**src/rtl/axis_write_addr_if.sv**
```systemverilog
// Job-config and AXI AW-channel bundle for axis_write_addr.
// The slave modport is the generator side; master drives jobs and awready.
interface axis_write_addr_if #(
    parameter int CFG_AWIDTH     = 32,
    parameter int CFG_DWIDTH     = 32,
    parameter int AXI_ADDR_WIDTH = 32,
    parameter int AXI_LEN_WIDTH  = 8
);
    logic [CFG_AWIDTH-1:0]     cfg_address;
    logic [CFG_DWIDTH-1:0]     cfg_length;
    logic                      cfg_val;
    logic                      cfg_rdy;
    logic [AXI_ADDR_WIDTH-1:0] axi_awaddr;
    logic [AXI_LEN_WIDTH-1:0]  axi_awlen;
    logic [2:0]                axi_awsize;
    logic [1:0]                axi_awburst;
    logic                      axi_awvalid;
    logic                      axi_awready;
    logic                      busy;

    modport master (
        output cfg_address, cfg_length, cfg_val, axi_awready,
        input  cfg_rdy, axi_awaddr, axi_awlen, axi_awsize,
        input  axi_awburst, axi_awvalid, busy
    );

    modport slave (
        input  cfg_address, cfg_length, cfg_val, axi_awready,
        output cfg_rdy, axi_awaddr, axi_awlen, axi_awsize,
        output axi_awburst, axi_awvalid, busy
    );
endinterface

```
**src/rtl/axis_write_addr.sv**
```systemverilog
// AXI AW-channel generator: splits {address,length} jobs into INCR
// bursts of at most 1<<AXI_LEN_WIDTH beats that never cross 4 KB.
module axis_write_addr #(
    parameter int BUF_CFG_AWIDTH = 5,
    parameter int CFG_AWIDTH     = 32,
    parameter int CFG_DWIDTH     = 32,
    parameter int AXI_ADDR_WIDTH = 32,
    parameter int AXI_LEN_WIDTH  = 8,
    parameter int CONVERT_SHIFT  = 3
) (
    input logic              clk,
    input logic              rst,
    axis_write_addr_if.slave bus
);
    localparam int DEPTH = 1 << BUF_CFG_AWIDTH;
    localparam int JW    = CFG_AWIDTH + CFG_DWIDTH;
    localparam int BW    = AXI_LEN_WIDTH + 1;

    typedef enum logic [3:0] {
        IDLE  = 4'b0001,
        LOAD  = 4'b0010,
        CALC  = 4'b0100,
        ISSUE = 4'b1000
    } state_t;

    state_t r_state;
    state_t w_next;

    logic [JW-1:0]             r_mem [DEPTH];
    logic [BUF_CFG_AWIDTH:0]   r_wptr;
    logic [BUF_CFG_AWIDTH:0]   r_rptr;
    logic                      r_avail;
    logic [CFG_AWIDTH-1:0]     r_job_addr;
    logic [CFG_DWIDTH-1:0]     r_job_len;
    logic                      w_full;
    logic                      w_empty;
    logic                      w_push;
    logic                      w_pop;

    logic [AXI_ADDR_WIDTH-1:0] r_addr;
    logic [CFG_DWIDTH-1:0]     r_remain;
    logic [BW-1:0]             r_beats;
    logic [AXI_ADDR_WIDTH-1:0] r_awaddr;
    logic [AXI_LEN_WIDTH-1:0]  r_awlen;
    logic                      r_busy;

    logic [12:0]               w_page;
    logic [12:0]               w_page_beats;
    logic [CFG_DWIDTH-1:0]     w_cap_page;
    logic [CFG_DWIDTH-1:0]     w_cap_max;
    logic [CFG_DWIDTH-1:0]     w_cap;
    logic [CFG_DWIDTH-1:0]     w_min;
    logic [BW-1:0]             w_beats;
    logic [AXI_LEN_WIDTH-1:0]  w_awlen;
    logic [AXI_ADDR_WIDTH-1:0] w_load_addr;
    logic [AXI_ADDR_WIDTH-1:0] w_step;
    logic                      w_last;

    assign w_empty = (r_wptr == r_rptr);
    assign w_full  = (r_wptr[BUF_CFG_AWIDTH] != r_rptr[BUF_CFG_AWIDTH]) &&
                     (r_wptr[BUF_CFG_AWIDTH-1:0] == r_rptr[BUF_CFG_AWIDTH-1:0]);
    assign w_push  = bus.cfg_val & ~w_full;
    assign w_pop   = (r_state == IDLE) & r_avail;

    always_ff @(posedge clk) begin
        if (w_push)
            r_mem[r_wptr[BUF_CFG_AWIDTH-1:0]] <= {bus.cfg_address, bus.cfg_length};
    end

    // r_avail lags the pointers by one cycle; IDLE is never re-entered
    // within one cycle of a pop, so it never sees a stale flag.
    always_ff @(posedge clk) begin
        if (!rst) begin
            r_wptr     <= '0;
            r_rptr     <= '0;
            r_avail    <= 1'b0;
            r_job_addr <= '0;
            r_job_len  <= '0;
        end else begin
            r_avail <= ~w_empty;
            if (w_push)
                r_wptr <= r_wptr + 1'b1;
            if (w_pop) begin
                r_rptr                  <= r_rptr + 1'b1;
                {r_job_addr, r_job_len} <= r_mem[r_rptr[BUF_CFG_AWIDTH-1:0]];
            end
        end
    end

    assign w_page       = 13'd4096 - {1'b0, r_addr[11:0]};
    assign w_page_beats = w_page >> CONVERT_SHIFT;
    assign w_cap_page   = CFG_DWIDTH'(w_page_beats);
    assign w_cap_max    = CFG_DWIDTH'(1) << AXI_LEN_WIDTH;
    assign w_cap        = (w_cap_page < w_cap_max) ? w_cap_page : w_cap_max;
    assign w_min        = (r_remain < w_cap) ? r_remain : w_cap;
    assign w_beats      = BW'(w_min);
    assign w_awlen      = AXI_LEN_WIDTH'(w_beats - BW'(1));
    assign w_load_addr  = AXI_ADDR_WIDTH'(r_job_addr) &
                          ~AXI_ADDR_WIDTH'((1 << CONVERT_SHIFT) - 1);
    assign w_step       = AXI_ADDR_WIDTH'(r_beats) << CONVERT_SHIFT;
    assign w_last       = (r_remain == CFG_DWIDTH'(r_beats));

    always_ff @(posedge clk) begin
        if (!rst)
            r_state <= IDLE;
        else
            r_state <= w_next;
    end

    always_comb begin
        w_next = r_state;
        unique case (r_state)
            IDLE:    if (r_avail) w_next = LOAD;
            LOAD:    w_next = (r_job_len == '0) ? IDLE : CALC;
            CALC:    w_next = ISSUE;
            ISSUE:   if (bus.axi_awready) w_next = w_last ? IDLE : CALC;
            default: w_next = IDLE;
        endcase
    end

    always_ff @(posedge clk) begin
        if (!rst) begin
            r_addr   <= '0;
            r_remain <= '0;
            r_beats  <= '0;
            r_awaddr <= '0;
            r_awlen  <= '0;
            r_busy   <= 1'b0;
        end else begin
            unique case (r_state)
                LOAD: begin
                    r_addr   <= w_load_addr;
                    r_remain <= r_job_len;
                    r_busy   <= (r_job_len != '0);
                end
                CALC: begin
                    r_beats  <= w_beats;
                    r_awaddr <= r_addr;
                    r_awlen  <= w_awlen;
                end
                ISSUE: begin
                    if (bus.axi_awready) begin
                        r_addr   <= r_addr + w_step;
                        r_remain <= r_remain - CFG_DWIDTH'(r_beats);
                        if (w_last)
                            r_busy <= 1'b0;
                    end
                end
                default: ;
            endcase
        end
    end

    // awvalid is a pure state decode, so it cannot depend on awready.
    assign bus.axi_awvalid = (r_state == ISSUE);
    assign bus.axi_awaddr  = r_awaddr;
    assign bus.axi_awlen   = r_awlen;
    assign bus.axi_awsize  = 3'(CONVERT_SHIFT);
    assign bus.axi_awburst = 2'b01;
    assign bus.busy        = r_busy;
    assign bus.cfg_rdy     = ~w_full;
endmodule

```
**src/flat_wrapper.sv**
```systemverilog
// flat-port wrapper written by rule: the top's interface ports become plain ports
module axis_write_addr_flat 
#(
    parameter int BUF_CFG_AWIDTH = 5,
    parameter int CFG_AWIDTH     = 32,
    parameter int CFG_DWIDTH     = 32,
    parameter int AXI_ADDR_WIDTH = 32,
    parameter int AXI_LEN_WIDTH  = 8,
    parameter int CONVERT_SHIFT  = 3
)
  (clk, rst, bus_cfg_address, bus_cfg_length, bus_cfg_val, bus_axi_awready, bus_cfg_rdy, bus_axi_awaddr, bus_axi_awlen, bus_axi_awsize, bus_axi_awburst, bus_axi_awvalid, bus_busy);
  axis_write_addr_if #(.CFG_AWIDTH(CFG_AWIDTH), .CFG_DWIDTH(CFG_DWIDTH), .AXI_ADDR_WIDTH(AXI_ADDR_WIDTH), .AXI_LEN_WIDTH(AXI_LEN_WIDTH)) bus_i ();
  input logic clk;
  input logic rst;
  input wire logic [$bits(bus_i.cfg_address)-1:0] bus_cfg_address;
  input wire logic [$bits(bus_i.cfg_length)-1:0] bus_cfg_length;
  input wire logic [$bits(bus_i.cfg_val)-1:0] bus_cfg_val;
  input wire logic [$bits(bus_i.axi_awready)-1:0] bus_axi_awready;
  output wire logic [$bits(bus_i.cfg_rdy)-1:0] bus_cfg_rdy;
  output wire logic [$bits(bus_i.axi_awaddr)-1:0] bus_axi_awaddr;
  output wire logic [$bits(bus_i.axi_awlen)-1:0] bus_axi_awlen;
  output wire logic [$bits(bus_i.axi_awsize)-1:0] bus_axi_awsize;
  output wire logic [$bits(bus_i.axi_awburst)-1:0] bus_axi_awburst;
  output wire logic [$bits(bus_i.axi_awvalid)-1:0] bus_axi_awvalid;
  output wire logic [$bits(bus_i.busy)-1:0] bus_busy;
  assign bus_i.cfg_address = bus_cfg_address;
  assign bus_i.cfg_length = bus_cfg_length;
  assign bus_i.cfg_val = bus_cfg_val;
  assign bus_i.axi_awready = bus_axi_awready;
  assign bus_cfg_rdy = bus_i.cfg_rdy;
  assign bus_axi_awaddr = bus_i.axi_awaddr;
  assign bus_axi_awlen = bus_i.axi_awlen;
  assign bus_axi_awsize = bus_i.axi_awsize;
  assign bus_axi_awburst = bus_i.axi_awburst;
  assign bus_axi_awvalid = bus_i.axi_awvalid;
  assign bus_busy = bus_i.busy;
  axis_write_addr #(.BUF_CFG_AWIDTH(BUF_CFG_AWIDTH), .CFG_AWIDTH(CFG_AWIDTH), .CFG_DWIDTH(CFG_DWIDTH), .AXI_ADDR_WIDTH(AXI_ADDR_WIDTH), .AXI_LEN_WIDTH(AXI_LEN_WIDTH), .CONVERT_SHIFT(CONVERT_SHIFT)) u_core (.clk(clk), .rst(rst), .bus(bus_i));
endmodule
```
**config.mk**
```make
export PLATFORM = sky130hd
export DESIGN_NAME = axis_write_addr_flat
export DESIGN_NICKNAME = d
export VERILOG_FILES = /design/src/rtl/axis_write_addr_if.sv /design/src/rtl/axis_write_addr.sv /design/src/flat_wrapper.sv
export SDC_FILE = /design/constraint.sdc
export NUM_CORES = 2
export LEC_CHECK = 0
export CORE_MARGIN = 2
export CORE_UTILIZATION = 35
export DETAILED_ROUTE_END_ITERATION = 10
export SLEW_MARGIN = 20
export SYNTH_ARGS = -nofsm -noshare
export SYNTH_HDL_FRONTEND = slang
export SYNTH_SLANG_ARGS = --single-unit
```
**constraint.sdc**
```tcl
create_clock -name clk -period 8 [get_ports clk]
set_input_delay 0.8 -clock clk [delete_from_list [all_inputs] [get_ports clk]]
set_output_delay 0.8 -clock clk [all_outputs]
set_load 0.005 [all_outputs]
```
## Word-level counts from Yosys, hierarchy flattened

Memories as Yosys holds them, arrays and structs flattened. A register that Yosys moved wholly into a read port is not among the register bits.
Cells that the tools add are included.

| cells by class | value |
|---|---|
| $add $sub $neg | 6 |
| order comparisons | 2 |
| equality and inequality tests | 11 |
| mux-type cells | 16 |
| bitwise operators | 4 |
| reduce and logical (&&, ||, !) cells | 8 |

Operator list:

| cell | number |
|---|---|
| 32-bit one-hot mux with 2 select lines | 2 |
| 32-bit two-way mux | 2 |
| 32-bit by 12-bit adder with 32-bit output | 1 |
| 32-bit by 9-bit equality test with 1-bit output | 1 |
| 32-bit logical NOT | 1 |
| 32-bit by 10-bit < comparator with 1-bit output | 1 |
| 32-bit nonzero test | 1 |
| 32-bit by 9-bit subtractor with 32-bit output | 1 |
| 4-bit one-hot mux with 4 select lines | 1 |
| 13-bit by 12-bit subtractor with 13-bit output, first input constant | 1 |
| 6-bit by 1-bit adder with 6-bit output, second input constant | 2 |
| 10-bit by 9-bit < comparator with 1-bit output, second input constant | 1 |
| 10-bit two-way mux | 1 |
| 9-bit two-way mux | 1 |
| 4-bit two-way mux | 2 |
| 8-bit by 1-bit subtractor with 8-bit output, second input constant | 1 |
| 6-bit equality test | 1 |
| 3-bit two-way mux | 2 |
| 5-bit equality test | 1 |
| 4-bit by 1-bit equality test with 1-bit output, second input constant | 1 |
| 4-bit by 2-bit equality test with 1-bit output, second input constant | 1 |
| 4-bit by 3-bit equality test with 1-bit output, second input constant | 1 |
| 4-bit equality test, second input constant | 1 |
| 1-bit two-way mux | 4 |
| 11 further kinds | 15 |

| storage, ports and cells | value |
|---|---|
| register bits after elaboration | 131 |
| bits in writable memories | 2,048 |
| word-level logic and storage cells | 58 |
| memories | 1 |

Memory list:

| memory | words | bits a word | rd ports | clocked after memory_dff | write ports | line | text |
|---|---|---|---|---|---|---|---|
| u_core.r_mem | 32 | 64 | 1 | 1 | 1 | axis_write_addr.sv:29 | `logic [JW-1:0] r_mem [DEPTH];` |

## Depth between registers and ports, before layout

| depth | value |
|---|---|
| depth in word-level cells | 6 |
| depth in mapped cells | 21 |
| depth with buffers taken out | 19 |

## Least setup slack after synthesis

Ideal clock, no wire load.

| path | value |
|---|---|
| path type | register -> register |
| start point | reg u_core.r_rptr[0] |
| end point | mem u_core.r_mem[31][0] (netlist bit), enable pin |
| library setup time | 0.480 ns |
| data arrival time | 4.311 ns |
| required time | 7.520 ns |
| setup slack | 3.208 ns |
| stages on the path, launching flop included | 9 |
| buffers on the path | 3 |
| period minus slack after synthesis | 4.792 ns |
| cell sequence | dfxtp_1 buf_2 buf_2 buf_2 xor2_1 nor2_1 a31oi_2 nand2_1 nor2_1 |

| between the ends | value |
|---|---|
| word-level cells in the longest chain between the ends | 6 |

RTL lines:

| what | line | text |
|---|---|---|
| from (decl) | axis_write_addr.sv:31 | `logic [BUF_CFG_AWIDTH:0] r_rptr;` |
| from (signal assigned) | axis_write_addr.sv:84 | `r_rptr <= r_rptr + 1'b1;` |
| 5-bit equality test | axis_write_addr.sv:61 | `(r_wptr[BUF_CFG_AWIDTH-1:0] == r_rptr[BUF_CFG_AWIDTH-1:0]);` |
| 1-bit logical AND | axis_write_addr.sv:60 | `assign w_full = (r_wptr[BUF_CFG_AWIDTH] != r_rptr[BUF_CFG_AWIDTH]) &&` |
| 1-bit inverter | axis_write_addr.sv:62 | `assign w_push = bus.cfg_val & ~w_full;` |
| 1-bit bitwise AND | axis_write_addr.sv:62 |  |
| 1-bit two-way mux | axis_write_addr.sv:66 | `if (w_push)` |
| 1-bit two-way mux (not written as such) | axis_write_addr.sv:67 | `r_mem[r_wptr[BUF_CFG_AWIDTH-1:0]] <= {bus.cfg_address, bus.cfg_length};` |
| to (decl) | axis_write_addr.sv:29 |  |

Every way passes these cells.

## Worst setup path in the final report

| path | value |
|---|---|
| start point | reg u_core.r_addr[3] |
| end point | reg u_core.r_awlen[4] (netlist: u_core.bus.axi_awlen[4]) |

| between the ends | value |
|---|---|
| word-level cells in the longest chain between the ends | 6 |

RTL lines:

| what | line | text |
|---|---|---|
| from (decl) | axis_write_addr.sv:40 | `logic [AXI_ADDR_WIDTH-1:0] r_addr;` |
| from (signal assigned) | axis_write_addr.sv:132 | `r_addr <= w_load_addr;` |
| from (signal assigned) | axis_write_addr.sv:143 | `r_addr <= r_addr + w_step;` |
| 13-bit by 12-bit subtractor with 13-bit output * | axis_write_addr.sv:90 | `assign w_page = 13'd4096 - {1'b0, r_addr[11:0]};` |
| 10-bit by 9-bit < comparator with 1-bit output | axis_write_addr.sv:94 | `assign w_cap = (w_cap_page < w_cap_max) ? w_cap_page : w_cap_max;` |
| 10-bit two-way mux * | axis_write_addr.sv:94 |  |
| 32-bit by 10-bit < comparator with 1-bit output | axis_write_addr.sv:95 | `assign w_min = (r_remain < w_cap) ? r_remain : w_cap;` |
| 9-bit two-way mux * | axis_write_addr.sv:95 |  |
| 8-bit by 1-bit subtractor with 8-bit output * | axis_write_addr.sv:97 | `assign w_awlen = AXI_LEN_WIDTH'(w_beats - BW'(1));` |
| to (signal assigned) | axis_write_addr.sv:139 | `r_awlen <= w_awlen;` |
| to (decl) | axis_write_addr.sv:44 | `logic [AXI_LEN_WIDTH-1:0] r_awlen;` |

Mark *: on every way between the ends. The rest lies on a longest branch, timed or not.
A chain may end at the register's enable or synchronous reset.

==> results_dict.tcl <==
set metrics [dict create \
    place_area_sq_um 89000 \
    grt_pass1_wl_microns 300000 \
    num_vias 41500 \
    cts_num_sinks 2138 \
    cts_tree "done" \
    ys_ff_latch 2138 \
    required_ns 8.73 \
    avgRoutedWirePerCell_microns 27.8 \
    synthCells 4029 \
    postCtsSetupBuffers 0 \
    hpwl_microns 113000 \
    rows 179 \
    ant_nets 0 \
    cp_num_buf_inv 2 \
    synth_edf_count 1952 \
    pre_cts_ws_ns 3.01 \
    crit_fanout 11 \
    crit_top_cell "ha_1" \
    first_pass_iters 5 \
    multiInputGateArea_sq_um 20400 \
    grt_overflow_total 0 \
    seq_area_frac_synth 0.746 \
    fin_crit_ns 5.03 \
    fin_ws_ns 2.97 \
    syn_area_sq_um 83600 \
    timing.hold.worst.class "in -> reg" \
    dr_wl_met2_microns 99100 \
    yosysWarnings 0 \
    cts_resized 0 \
    crit_slowest_cell "a2111oi_0" \
    clk_latency_ns 0.87 \
    worst_pin_slew_ns 1.11 \
    routed_wl_microns 210000 \
    cts-htree-levels 4 \
    vias_per_cell 5.49 \
    maxUsedRoutingLayer "met5" \
    gp_congestion 0.818 \
    cp-end-kind "flop" \
    numCtsBuffers 214 \
    cap_violations 0 \
    slowest_delay_ns 0.66 \
    post-route-period-util 0.629 \
    route.met3.wl_microns 16100 \
    max_freq_mhz 199 \
    finalSetupTns_ns 0 \
    syn-mean-instance-area_sq_um 20.7 \
    drive_gt1_frac 0.251 \
    layout.nets 4309 \
    cts_root_buffer "clkbuf_16" \
    dieHeight_microns 493 \
    ys_top_cells_by_count "edfxtp_1, mux4_2, dfxtp_1, nor2_1, clkbuf_1" \
    wl_met1_microns 89600 \
    grt_usage 0.171 \
    port-buffer-count 104 \
    drt_iter0_drc 4848 \
    clock_skew_ns 0.0858 \
    grt_antenna_before_repair 28 \
    synth_top_cell_by_area "edfxtp_1" \
    yosysMostFrequentCell "edfxtp_1" \
    ys_top_cells_by_area "edfxtp_1, mux4_2, dfxtp_1, mux2i_1, nor2_1" \
    regArea_sq_um 62400 \
    cts_hold_buffers 0 \
    peakVddDrop_mv 0.244 \
    coreArea_sq_um 238000 \
    final_area_sq_um 95800 \
    area_growth_pct 14.7 \
    worstPathArrival_ns 5.76 \
    path_class "reg -> reg" \
    start_util 0.352 \
    place_inst 7155 \
    grt_pass1_vias 41300 \
    hold_violations 0 \
    ys.flop_type "edfxtp_1" \
    clk_pin_slew_worst_paths_ns 0.06 \
    status "finished, final reports clean" \
    async_flop_share 0 \
    crit_chain "inv_1, ha_1, or3b_1, nor4b_4, nor2_1, inv_1, nand3_1, ha_1, a2111oi_0, o211ai_2, a211oi_2, nor2_1, a21oi_1, ha_1, nand2_1, mux2i_1, xor2_1, o21ai_0" \
    synth_cell_types 81 \
    fin_cells 7558 \
    cts_buffer_depth 3 \
    final.fill_count 20700 \
    setup_viol 0 \
    route.detailed.drc 0 \
    startpoint_type "flop" \
    power.density_nw_per_um2 264 \
    synth.top_cell.area_share 0.701 \
    grt_max_degree 88 \
    relSlewSlack 0.236 \
    slew_viol_final 0 \
    die_w_microns 493 \
    io_pins 116 \
    p_leak_nw 28.5 \
    dieArea_sq_um 243000 \
    rsz0062_at_grt "false" \
    cp_top_family "compound AO/OA/AOI/OAI gates" \
]
[worst paths after layout]
check                             from                   endpoint  slack, ns  depth (start not counted)
min reg2reg  u_core.bus.axi_awaddr[29]  u_core.bus.axi_awaddr[29]       0.46                          2
max                   u_core.r_addr[3]    u_core.bus.axi_awlen[4]       2.97                         18
min                 bus_cfg_length[20]       u_core.r_mem[11][20]       0.45                          1
max reg2reg           u_core.r_addr[3]    u_core.bus.axi_awlen[4]       2.97                         18
[final cells by class]
| type | instances | share of cell area |
|---|---|---|
| Antenna cell | 5 | 0.000131 |
| Clock buffer | 285 | 0.0610 |
| Clock inverter | 113 | 0.0115 |
| Inverter | 33 | 0.00137 |
| Multi-Input combinational cell | 1622 | 0.213 |
| Sequential cell | 2138 | 0.651 |
| Tap cell | 3167 | 0.0413 |
| Timing Repair Buffer | 195 | 0.0215 |
[per-layer routing]
layer  global-route usage  vias to the layer above
met3               0.0376                      339
met4               0.0497                       20
met2                0.266                     1555
met1                0.241                    22300
met5                    0                        -
li1                     -                    17200
[sequential cells by signal (all words and copies together), names as in the netlist]
signal                 cells
u_core.r_addr             29
u_core.r_rptr              6
u_core.r_mem            1952
u_core.r_remain           32
u_core.bus.axi_awlen       8
u_core.r_beats             9
u_core.bus.axi_awaddr     29
u_core.r_job_len          32
u_core.bus.busy            1
u_core.r_avail             1
u_core.r_wptr              6
u_core.r_job_addr         29
u_core.r_state             4
[worst register-to-register path, stage by stage (launching register included)]
cell       delay (ns)
dfxtp_1          0.43
inv_1            0.13
ha_1             0.14
or3b_1           0.50
nor4b_4          0.34
nor2_1           0.08
inv_1            0.14
nand3_1          0.15
ha_1             0.34
a2111oi_0        0.66
o211ai_2         0.25
a211oi_2         0.54
nor2_1           0.11
a21oi_1          0.26
ha_1             0.33
nand2_1          0.08
mux2i_1          0.17
xor2_1           0.17
o21ai_0          0.10
[cell usage in the layout (no fill, tap or decap), drive strengths merged, types with 14 or more instances in the layout]
cell / count
edfxtp: 1952
mux4: 610
clkbuf: 285
dfxtp: 186
nor2: 171
nand2: 137
buf: 111
clkinv: 93
a211oi: 89
a21oi: 84
clkdlybuf4s50: 84
mux2i: 69
o21ai: 53
nand3: 50
inv: 36
ha: 35
nor3: 32
nand4: 21
a31oi: 17
xor2: 16
nor4: 16
o211ai: 14
[power by group]
part	leakage, nW	switching, mW	internal (mW)
Clock	3.39	4.27	5.57
Combinational	6.04	1.51	1.43
Sequential	19.1	0.197	12.3
Total	28.5	5.97	19.3
[kinds of logic (layout without fill, tap and decap cells)]
| family | Yosys count | count (layout) | share of synthesized area |
|---|---|---|---|
| AND/OR/NAND/NOR | 502 | 502 | 0.0282 |
| AO/OA/AOI/OAI | 359 | 359 | 0.0295 |
| buffers and inverters | 276 | 626 | 0.0137 |
| flip-flops | 2138 | 2138 | 0.746 |
| multiplexers | 686 | 686 | 0.174 |
| adder cells (fa/ha/maj) | 37 | 37 | 0.00572 |
| XOR/XNOR | 29 | 29 | 0.00304 |
| other | 2 | 14 | 0.0000899 |
[per-stage QoR]
step                power, mW  hold slack [ns]  utilization
floorplan                14.8            0.441            -
global placement         15.7            0.449        0.373
detailed placement       15.8            0.449        0.374
CTS                      25.6            0.457        0.404
global route             26.2            0.445        0.403
finish                   25.3            0.447        0.403
Power figures use the tool's default switching activity.
